### config.mk
export PLATFORM = sky130hd
export DESIGN_NAME = mux_nx1_rr
export DESIGN_NICKNAME = d
export VERILOG_FILES = /design/src/rtl/mux_nx1_rr.sv
export SDC_FILE = /design/constraint.sdc
export NUM_CORES = 1
export LEC_CHECK = 0
export CAP_MARGIN = 40
export CORE_UTILIZATION = 43
export DETAILED_ROUTE_END_ITERATION = 12
export GPL_ROUTABILITY_DRIVEN = 0
export HOLD_SLACK_MARGIN = 0.08
export PLACE_DENSITY = 0.93
export SLEW_MARGIN = 20
export SYNTH_ARGS = -nofsm -noshare
export SYNTH_HDL_FRONTEND = slang
export SYNTH_SLANG_ARGS = --single-unit
### constraint.sdc
create_clock -name clk -period 4.7 [get_ports clk]
set_input_delay 0.94 -clock clk [delete_from_list [all_inputs] [get_ports clk]]
set_output_delay 0.94 -clock clk [all_outputs]
set_load 0.02 [all_outputs]
### src/rtl/mux_nx1_rr.sv
// Registered N:1 valid/ready output mux, steered (mode 0) or round-robin (mode 1) grant.
// Define MUX_CNT_EN to add the 16-bit output-handshake counter on xfer_cnt.
module mux_nx1_rr #(
  parameter int W = 4,
  parameter int N = 4,
  localparam int SW = $clog2(N)
) (
  input  logic           clk,
  input  logic           rst,
  input  logic [N*W-1:0] in,
  input  logic [N-1:0]   in_valid,
  output logic [N-1:0]   in_ready,
  input  logic           mode,
  input  logic [SW-1:0]  s,
  output logic [W-1:0]   out,
  output logic           out_valid,
  input  logic           out_ready,
  output logic [SW-1:0]  out_ch
`ifdef MUX_CNT_EN
  ,
  output logic [15:0]    xfer_cnt
`endif
);

  localparam int NP = 1 << SW;

  logic [W-1:0]  out_q, out_d;
  logic          out_valid_q, out_valid_d;
  logic [SW-1:0] out_ch_q, out_ch_d;
  logic [SW-1:0] ptr_q, ptr_d;

  logic          load_en_s;
  logic [NP-1:0] valid_ext_s;
  logic          sel_ok_s;
  logic          rr_found_s;
  logic [SW-1:0] rr_grant_s;
  logic          grant_valid_s;
  logic [SW-1:0] grant_s;
  logic [N-1:0]  in_ready_s;

  // Steered grant: selects beyond the last channel never grant.
  always_comb begin
    valid_ext_s = NP'(in_valid);
    if ({1'b0, s} < (SW+1)'(N)) begin
      sel_ok_s = valid_ext_s[s];
    end else begin
      sel_ok_s = 1'b0;
    end
  end

  // Round-robin scan starts just after the last granted channel and wraps.
  always_comb begin
    rr_found_s = 1'b0;
    rr_grant_s = '0;
    for (int k = 1; k <= N; k++) begin
      if (!rr_found_s && in_valid[(int'(ptr_q) + k) % N]) begin
        rr_found_s = 1'b1;
        rr_grant_s = SW'((int'(ptr_q) + k) % N);
      end else begin
        rr_grant_s = rr_grant_s;
      end
    end
  end

  always_comb begin
    if (mode) begin
      grant_valid_s = rr_found_s;
      grant_s       = rr_grant_s;
    end else begin
      grant_valid_s = sel_ok_s;
      grant_s       = s;
    end
  end

  always_comb begin
    load_en_s = ~out_valid_q | out_ready;
    if (!rst && load_en_s && grant_valid_s) begin
      in_ready_s = N'(1'b1) << grant_s;
    end else begin
      in_ready_s = '0;
    end
  end

  // Next output register contents; everything holds while stalled.
  always_comb begin
    out_d       = out_q;
    out_ch_d    = out_ch_q;
    out_valid_d = out_valid_q;
    ptr_d       = ptr_q;
    if (load_en_s) begin
      if (grant_valid_s) begin
        out_d       = in[int'(grant_s)*W +: W];
        out_ch_d    = grant_s;
        out_valid_d = 1'b1;
        if (mode) begin
          ptr_d = grant_s;
        end else begin
          ptr_d = ptr_q;
        end
      end else begin
        out_valid_d = 1'b0;
      end
    end else begin
      out_valid_d = out_valid_q;
    end
  end

  always_ff @(posedge clk or posedge rst) begin
    if (rst) begin
      out_q       <= '0;
      out_ch_q    <= '0;
      out_valid_q <= 1'b0;
      ptr_q       <= SW'(N - 1);
    end else begin
      out_q       <= out_d;
      out_ch_q    <= out_ch_d;
      out_valid_q <= out_valid_d;
      ptr_q       <= ptr_d;
    end
  end

  assign out       = out_q;
  assign out_ch    = out_ch_q;
  assign out_valid = out_valid_q;
  assign in_ready  = in_ready_s;

`ifdef MUX_CNT_EN
  logic [15:0] cnt_q, cnt_d;

  // Counts output handshakes, wrapping naturally at 16 bits.
  always_comb begin
    if (out_valid_q && out_ready) begin
      cnt_d = cnt_q + 16'd1;
    end else begin
      cnt_d = cnt_q;
    end
  end

  always_ff @(posedge clk or posedge rst) begin
    if (rst) begin
      cnt_q <= 16'd0;
    end else begin
      cnt_q <= cnt_d;
    end
  end

  assign xfer_cnt = cnt_q;
`endif

endmodule

---- Word level (Yosys, flattened, before mapping) ----
Cells that the tools add are included.
word-level totals
  flip-flop bits (word level) ............. 9
  bits in latches ......................... 0
  RAM bits ................................ 0
  bits in read-only memories .............. 0
  bits of input ports ..................... 26
  output and inout port bits .............. 11
  logic and storage cells ................. 62
  memories ................................ 0
cells by class
  add/subtract/negate cells ............... 4
  $mul .................................... 0
  div/mod/pow operators ................... 0
  order comparisons ....................... 5
  eq/ne operators ......................... 0
  shift-type cells ........................ 2
  mux-type cells .......................... 26
  bitwise operators ....................... 6
  reductions and logical operators ........ 15
operators by type and width
  operator                                             number
  < comparator 3 x 4 -> 1 bit (second input constant)  4
  indexed part select 16 x 5 -> 4 bit                  1
  2-to-1 mux 1 bit                                     15
  binary-select mux 1 bit (select 2 bit)               5
  2-to-1 mux 2 bit                                     5
  OR reduction 2 bit                                   4
  logical AND 1 bit                                    5
  adder 2 x 1 -> 2 bit (second input constant)         2
  adder 2 bit (second input constant)                  2
  AND 1 bit (first input constant)                     4
  zero test 1 bit                                      4
  2-to-1 mux 4 bit                                     1
  << shifter 1 x 2 -> 4 bit (first input constant)     1
  < comparator 2 x 3 -> 1 bit (second input constant)  1
  AND reduction 3 bit                                  1
  AND reduction 2 bit                                  1
  NOT 1 bit                                            1
  bitwise OR 1 bit                                     1

---- Logic depth before layout (Yosys ltp) ----
Gate-level depths: netlist of the first run.
  depth in word-level cells ............... 19
  mapped depth ............................ 8
  mapped depth without buffers ............ 6

---- Worst setup path after synthesis of the first run ----
Ideal clock, no wire load.
  path kind ............................... input to output
  from .................................... input port in_valid[1]
  to ...................................... output port in_ready[0]
  arrival time ............................ 2.369 ns
  required time ........................... 3.760 ns
  setup slack ............................. 1.391 ns
  stages on the path ...................... 6
  buffers on the path ..................... 1
  cell sequence ........................... nor4b_2 nor4_4 a41o_1 a21o_4 buf_6 nor4_2
between the ends
  word-level cells in the longest chain between the ends .. 16
  elaborated cells between the ends (all ways) .. 33
  those cells by class .................... shift: 1; mux: 25; reduce/logical: 7
ends and longest elaborated chain
  what                                                            line    source
  start, declared                                                 11      input logic [N-1:0] in_valid,
  binary-select mux 1 bit (select 2 bit)                          56      if (!rr_found_s && in_valid[(int'(ptr_q) + k) % N]) begin
  2-to-1 mux 1 bit (not written as such) (2 in series)            56
  2-to-1 mux 1 bit                                                56
  zero test 1 bit                                                 56
  logical AND 1 bit                                               56
  2-to-1 mux 1 bit                                                56
  zero test 1 bit                                                 56
  logical AND 1 bit                                               56
  2-to-1 mux 1 bit                                                56
  zero test 1 bit                                                 56
  logical AND 1 bit                                               56
  2-to-1 mux 2 bit or 2-to-1 mux 1 bit (tied branches)            56
  2-to-1 mux 2 bit or 2-to-1 mux 1 bit (tied branches)            66      if (mode) begin
  << shifter 1 x 2 -> 4 bit or logical AND 1 bit (tied branches)  78, 77
  2-to-1 mux 4 bit *                                              77      if (!rst && load_en_s && grant_valid_s) begin
  end, declared                                                   12      output logic [N-1:0] in_ready,
Every way passes the cells marked *; elsewhere a longest branch is shown, timed or not. The select of a mux whose other input is x is not followed.

---- Final worst setup path of the first run ----
  from .................................... input port in_valid[2]
  to ...................................... output port in_ready[0]
Same word-level chain as after synthesis.

==> results of run 1 <==
[kinds of logic after synthesis]
kind of cell | synth area share [%]
AO/OA/AOI/OAI | 16.50
multiplexers | 13.40
buffers and inverters | 7.352
flip-flops | 29.74
AND/OR/NAND/NOR | 31.86
XOR/XNOR | 1.144
[final cells by class]
cell class	instances	area, sq um
timing repair buffer	37	367.9
multi-input combinational	61	481.7
fill	124	435.4
sequential	9	227.7
tap	16	20.02
clock buffer	4	26.28
inverter	4	17.52
[flip-flops by register name, summed over array words and instances (netlist names)]
| name | cells |
|---|---|
| out | 4 |
| out_valid | 1 |
| out_ch | 2 |
| ptr_q | 2 |
[worst paths after layout]
kind | startpoint | to | slack [ns] | cells after the start
setup / recovery | in_valid[2] | in_ready[0] | 0.40 | 7
setup reg to reg | ptr_q[0] | out[3] | 2.71 | 7
hold reg to reg | out[0] | out[0] | 0.51 | 1
min in group asynchronous | rst | out[0] | 1.03 | 2
max in group asynchronous | rst | ptr_q[0] | 3.36 | 2
hold / removal | out[0] | out[0] | 0.51 | 1
[Yosys cell counts, types with 2 or more instances]
| master | number | area [sq um] |
|---|---|---|
| nor2b_1 | 2 | 12.51 |
| nor4b_2 | 2 | 30.03 |
| a221o_1 | 4 | 40.04 |
| o21ai_0 | 2 | 10.01 |
| nand3_1 | 2 | 10.01 |
| dfstp_2 | 2 | 52.55 |
| buf_6 | 3 | 33.78 |
| nor3_1 | 4 | 20.02 |
| dfrtp_1 | 7 | 175.2 |
| a21oi_1 | 2 | 10.01 |
| nor2_1 | 13 | 48.80 |
| mux2i_1 | 8 | 80.08 |
| inv_1 | 3 | 11.26 |
[worst max-delay path: stages]
cell,delay (ns)
clkdlybuf4s50_1,0.57
and4bb_1,0.27
nor4_4,0.34
nand2_1,0.11
a21o_4,0.27
nor4_2,0.23
clkdlybuf4s50_1,0.64
[power by group]
group / switching (mW) / internal, mW / total, mW
Combinational: 0.120 / 0.127 / 0.247
Clock: 0.0268 / 0.0327 / 0.0595
Sequential: 0.0295 / 0.114 / 0.143
[cells in the final DEF (no fill, tap or decap)]
cell             count
and4bb_1             1
clkbuf_1             1
nor4_4               1
inv_4                1
nor4b_2              2
nor3_1               4
or2_1                1
and2b_1              1
xnor2_1              1
dfrtp_1              7
a21oi_1              2
o2bb2ai_1            1
nor2_2               1
o21ai_1              1
or2b_1               1
a221o_1              4
nor3_2               1
o21ai_0              2
mux2i_1              8
nor3b_2              1
clkbuf_4             3
mux4_2               1
inv_1                3
nand2b_1             1
nor2_1              13
nor3b_1              1
a41o_1               1
nand2_1              1
o41ai_1              1
buf_4                1
nor2b_1              2
dfstp_2              2
a22oi_1              1
clkdlybuf4s50_1     36
a21boi_2             1
a21o_4               1
and3b_1              1
nand3_1              2
nor4_2               1
[per-stage QoR]
stage	worst slack (ns)	instances	hold WS, ns	util (%)	area (sq um)
6_report	0.3952	131	0.5093	72.38	1141
5_1_grt	0.2626	131	0.5498	72.38	1141
4_1_cts	0.3862	131	0.5150	72.38	1141
3_5_place_dp	0.3929	127	0.5018	70.71	1115
3_3_place_gp	0.4354	127	0.4911	70.71	1115
2_1_floorplan	1.391	78	0.5235	-	765.7
[per-layer routing]
layer | vias to the layer above | global-route usage [%]
li1 | 366 | -
met1 | 342 | 24.17
met2 | 25 | 40.00
met3 | 8 | 4.082
met4 | 0 | 11.52
met5 | - | 0
==> results.yml, run 1 <==
outcome:
  outcome: "finished, violations left"
  violations: "DRC"
global_routing:
  gr-usage-all-layers_pct: 22.07
  grt_pass1_wl_um: 3167
  antenna_found_initial: 0
  grt_start_max_net_pins: 17
  gr-total-overflow: 0
  grt_pass1_vias: 742
logic_synthesis:
  ys_warn_count: 0
  async_flop_share_pct: 100.0
  synthCells: 78
  synth_ff_type: "dfrtp_1"
  ys_types: 37
  syn_nets: 104
  synthesis.area_sq_um: 765.7
  synth_seq_area_share_pct: 29.74
  ys_ff_latch: 9
  synth-edff-count: 0
  synth.avg_cell_area_sq_um: 9.817
timing:
  finalCriticalPeriod_ns: 4.305
  hold_viol_final: 0
  rsz0062_at_grt: "false"
  max_freq_ghz: 0.2323
  worstMarginPinSlew_ns: 0.4916
  tns_ns: 0
  skew_ns: 0.001182
  setup_violations: 0
  slew_headroom_pct: 66.80
  fin_crit_sh_pct: 91.59
  final_max_slew_viol_count: 0
drt:
  highest_layer: "met4"
  detail-route-antenna-nets: 0
  drtPass1Iterations: 8
  wl_met1_um: 758
  wl_met3_um: 61
  viasPerCell: 5.656
  vias: 741
  wl_um: 1930
  drc: 1
  initialDrtViolationCount: 13
  wl_met2_um: 1032
  wl_per_cell_um: 14.73
clocking:
  post-cts-setup-buffer-count: 0
  clock_path_buffers: 2
  cts_root_buf: "clkbuf_4"
  cts_made_buffers: 3
  hold_buffers: 0
  cts.sinks: 9
  cts_tree: "done"
  path_clk_slew_ns: 0.06
  ctsResizeCount: 0
  clkLatencyLatePin_ns: 0.26
  htree_levels: 1
die:
  dieArea_sq_um: 1954
  dieWidth_um: 44.20
  initial_core_util_pct: 48.57
  die-height_um: 44.20
  rows: 14
  core_sq_um: 1577
  num_io_pins: 37
finish:
  drive_gt1_share_pct: 14.78
  antennaDiodeCount: 0
  fin_nets: 142
  synthToLayoutAreaGrowth_pct: 49.02
pwr:
  finalPower_uw: 449.2
  p_per_area_nw_per_um2: 393.7
  leakagePower_nw: 0.4629
  max-vdd-ir-drop_mv: 0.1958
setup_path:
  path_class: "primary input to primary output"
  cp_max_fo: 13
  cp.arrival_ns: 3.36
  critPathCaptureType: "primary output"
  worstPathRequired_ns: 3.76
  startpoint_type: "primary input"
worst_hold_path:
  hold_class: "register to register"
place:
  hpwl_um: 1556
  io_buffers: 36
run:
  drv_cap: 0
Power figures use the tool's default switching activity.
==> inputs of run 2 (changes only) <==
--- a/config.mk
+++ b/config.mk
@@ -7,6 +7,7 @@
 export LEC_CHECK = 0
 export CAP_MARGIN = 40
 export CORE_UTILIZATION = 43
+export CTS_CLUSTER_DIAMETER = 100
 export DETAILED_ROUTE_END_ITERATION = 12
 export GPL_ROUTABILITY_DRIVEN = 0
 export HOLD_SLACK_MARGIN = 0.08
==> results of run 2 <==
No change in the layout: final DEF, timing and power equal those of run 1.
==> inputs of run 3 (changes only) <==
--- a/config.mk
+++ b/config.mk
@@ -6,12 +6,15 @@
 export NUM_CORES = 1
 export LEC_CHECK = 0
 export CAP_MARGIN = 40
-export CORE_UTILIZATION = 43
+export CORE_UTILIZATION = 45
+export CTS_BUF_LIST = sky130_fd_sc_hd__clkbuf_8
 export CTS_CLUSTER_DIAMETER = 100
 export DETAILED_ROUTE_END_ITERATION = 12
+export DONT_BUFFER_PORTS = 1
 export GPL_ROUTABILITY_DRIVEN = 0
 export HOLD_SLACK_MARGIN = 0.08
-export PLACE_DENSITY = 0.93
+export PLACE_DENSITY = 0.69
+export SKIP_LAST_GASP = 1
 export SLEW_MARGIN = 20
 export SYNTH_ARGS = -nofsm -noshare
 export SYNTH_HDL_FRONTEND = slang
==> results.yml, run 3 (same netlist as run 1, synthesis figures left out) <==
timing:
  finalCriticalPeriod_ns: 3.308
  worstMarginPinSlew_ns: 0.5471
  rsz0062_at_grt: "false"
  final_max_slew_viol_count: 0
  tns_ns: 0
  max_freq_ghz: 0.3023
  hold_viol_final: 0
  fin_crit_sh_pct: 70.38
  skew_ns: 0.0008850
  setup_violations: 0
  slew_headroom_pct: 63.43
  whs_ns: 0.5434
setup_path:
  worstPathRequired_ns: 3.76
  rr_startpoint: "ptr_q[1]"
  critPathCaptureType: "primary output"
  r2r_setup_slack_ns: 2.74
  path_class: "primary input to primary output"
  cp_max_fo: 13
  startpoint_type: "primary input"
  r2r-end: "out[0]"
  r2r_cells: 6
  cp.arrival_ns: 2.37
global_routing:
  grt_start_max_net_pins: 17
  antenna_found_initial: 0
  gr-total-overflow: 0
  grt_pass1_vias: 496
  grt_pass1_wl_um: 2283
  gr-usage-all-layers_pct: 16.45
die:
  num_io_pins: 37
  die-height_um: 43.25
  rows: 14
  initial_core_util_pct: 49.68
  dieArea_sq_um: 1871
  core_sq_um: 1541
  dieWidth_um: 43.25
clocking:
  htree_levels: 1
  cts_root_buf: "clkbuf_8"
  hold_buffers: 0
  path_clk_slew_ns: 0.04
  post-cts-setup-buffer-count: 0
  ctsResizeCount: 0
  cts.sinks: 9
  cts_made_buffers: 3
  clock_path_buffers: 2
  clkLatencyLatePin_ns: 0.23
  cts_tree: "done"
finish:
  antennaDiodeCount: 0
  synthToLayoutAreaGrowth_pct: 4.412
  final_common_cell: "nor2_1"
  most-common-layout-cells: "13 x nor2_1, 8 x mux2i_1, 7 x dfrtp_1"
  largest_reg_flops: 4
  fin_nets: 106
  fin_cells: 95
  drive_gt1_share_pct: 21.52
run:
  drv_cap: 0
drt:
  wl_per_cell_um: 14.72
  initialDrtViolationCount: 11
  drc: 0
  detail-route-antenna-nets: 0
  vias: 585
  viasPerCell: 6.158
  drtPass1Iterations: 3
  wl_um: 1398
place:
  hpwl_um: 1094
  io_buffers: 0
  post-place-cells: 91
pwr:
  p_per_area_nw_per_um2: 502.2
  max-vdd-ir-drop_mv: 0.2039
  leakagePower_nw: 0.3360
worst_hold_path:
  hp-start: "ptr_q[0]"
  worstHoldEndpoint: "ptr_q[0]"
  min_path_cells: 1
  hold_class: "register to register"
outcome:
  outcome: "completed"
[run 3: cell count changes in the layout (fill, tap and decap cells not counted)]
cell | previous run | this run
clkbuf_1 | 1 | 0
clkbuf_4 | 3 | 0
clkbuf_8 | 0 | 3
clkdlybuf4s50_1 | 36 | 0
inv_1 | 3 | 4
[run 3: how the worst max path moves through the flow]
| stage | start | endpoint | slack (ns) | cells after the start |
|---|---|---|---|---|
| floorplan | in_valid[1] | in_ready[0] | 1.39 | 6 |
| global placement | in_valid[2] | in_ready[1] | 1.39 | 5 |
| detailed placement | in_valid[2] | in_ready[1] | 1.39 | 5 |
| CTS | in_valid[2] | in_ready[1] | 1.39 | 5 |
| global route | in_valid[1] | in_ready[0] | 1.27 | 4 |
| finish | in_valid[2] | in_ready[1] | 1.39 | 5 |
[run 3: final cells by class]
class	count	area, sq um
fill	153	742.0
multi-input combinational	61	481.7
sequential	9	227.7
clock buffer	3	41.29
tap	16	20.02
inverter	4	17.52
timing repair buffer	1	7.507
clock inverter	1	3.754
[run 3: where the power goes]
group / switching, mW / internal [mW]
Combinational: 0.0725 / 0.0708
Sequential: 0.0593 / 0.114
Clock: 0.0284 / 0.0567
[run 3: critical path, cell delays in order]
cell,delay [ns]
and4bb_1,0.22
nor4_4,0.33
a41o_1,0.23
a21o_4,0.16
nor4b_2,0.49
[run 3: through the flow]
stage / area, sq um / setup slack, ns / power [mW] / utilization, %
6_report: 799.5 / 1.392 / 0.4015 / 51.87
5_1_grt: 799.5 / 1.273 / 0.4300 / 51.87
4_1_cts: 799.5 / 1.390 / 0.4067 / 51.87
3_5_place_dp: 754.5 / 1.389 / 0.3185 / 48.94
3_3_place_gp: 754.5 / 1.394 / 0.3154 / 48.94
2_1_floorplan: 765.7 / 1.391 / 0.3093 / -
[run 3: metal layers]
layer / wire (um) / global-route usage [%] / vias up
met3: 98 / 6.809 / 2
met1: 680 / 23.28 / 274
met4: 14 / 7.273 / 0
met5: 0 / 0 / -
li1: - / - / 287
met2: 604 / 21.49 / 22
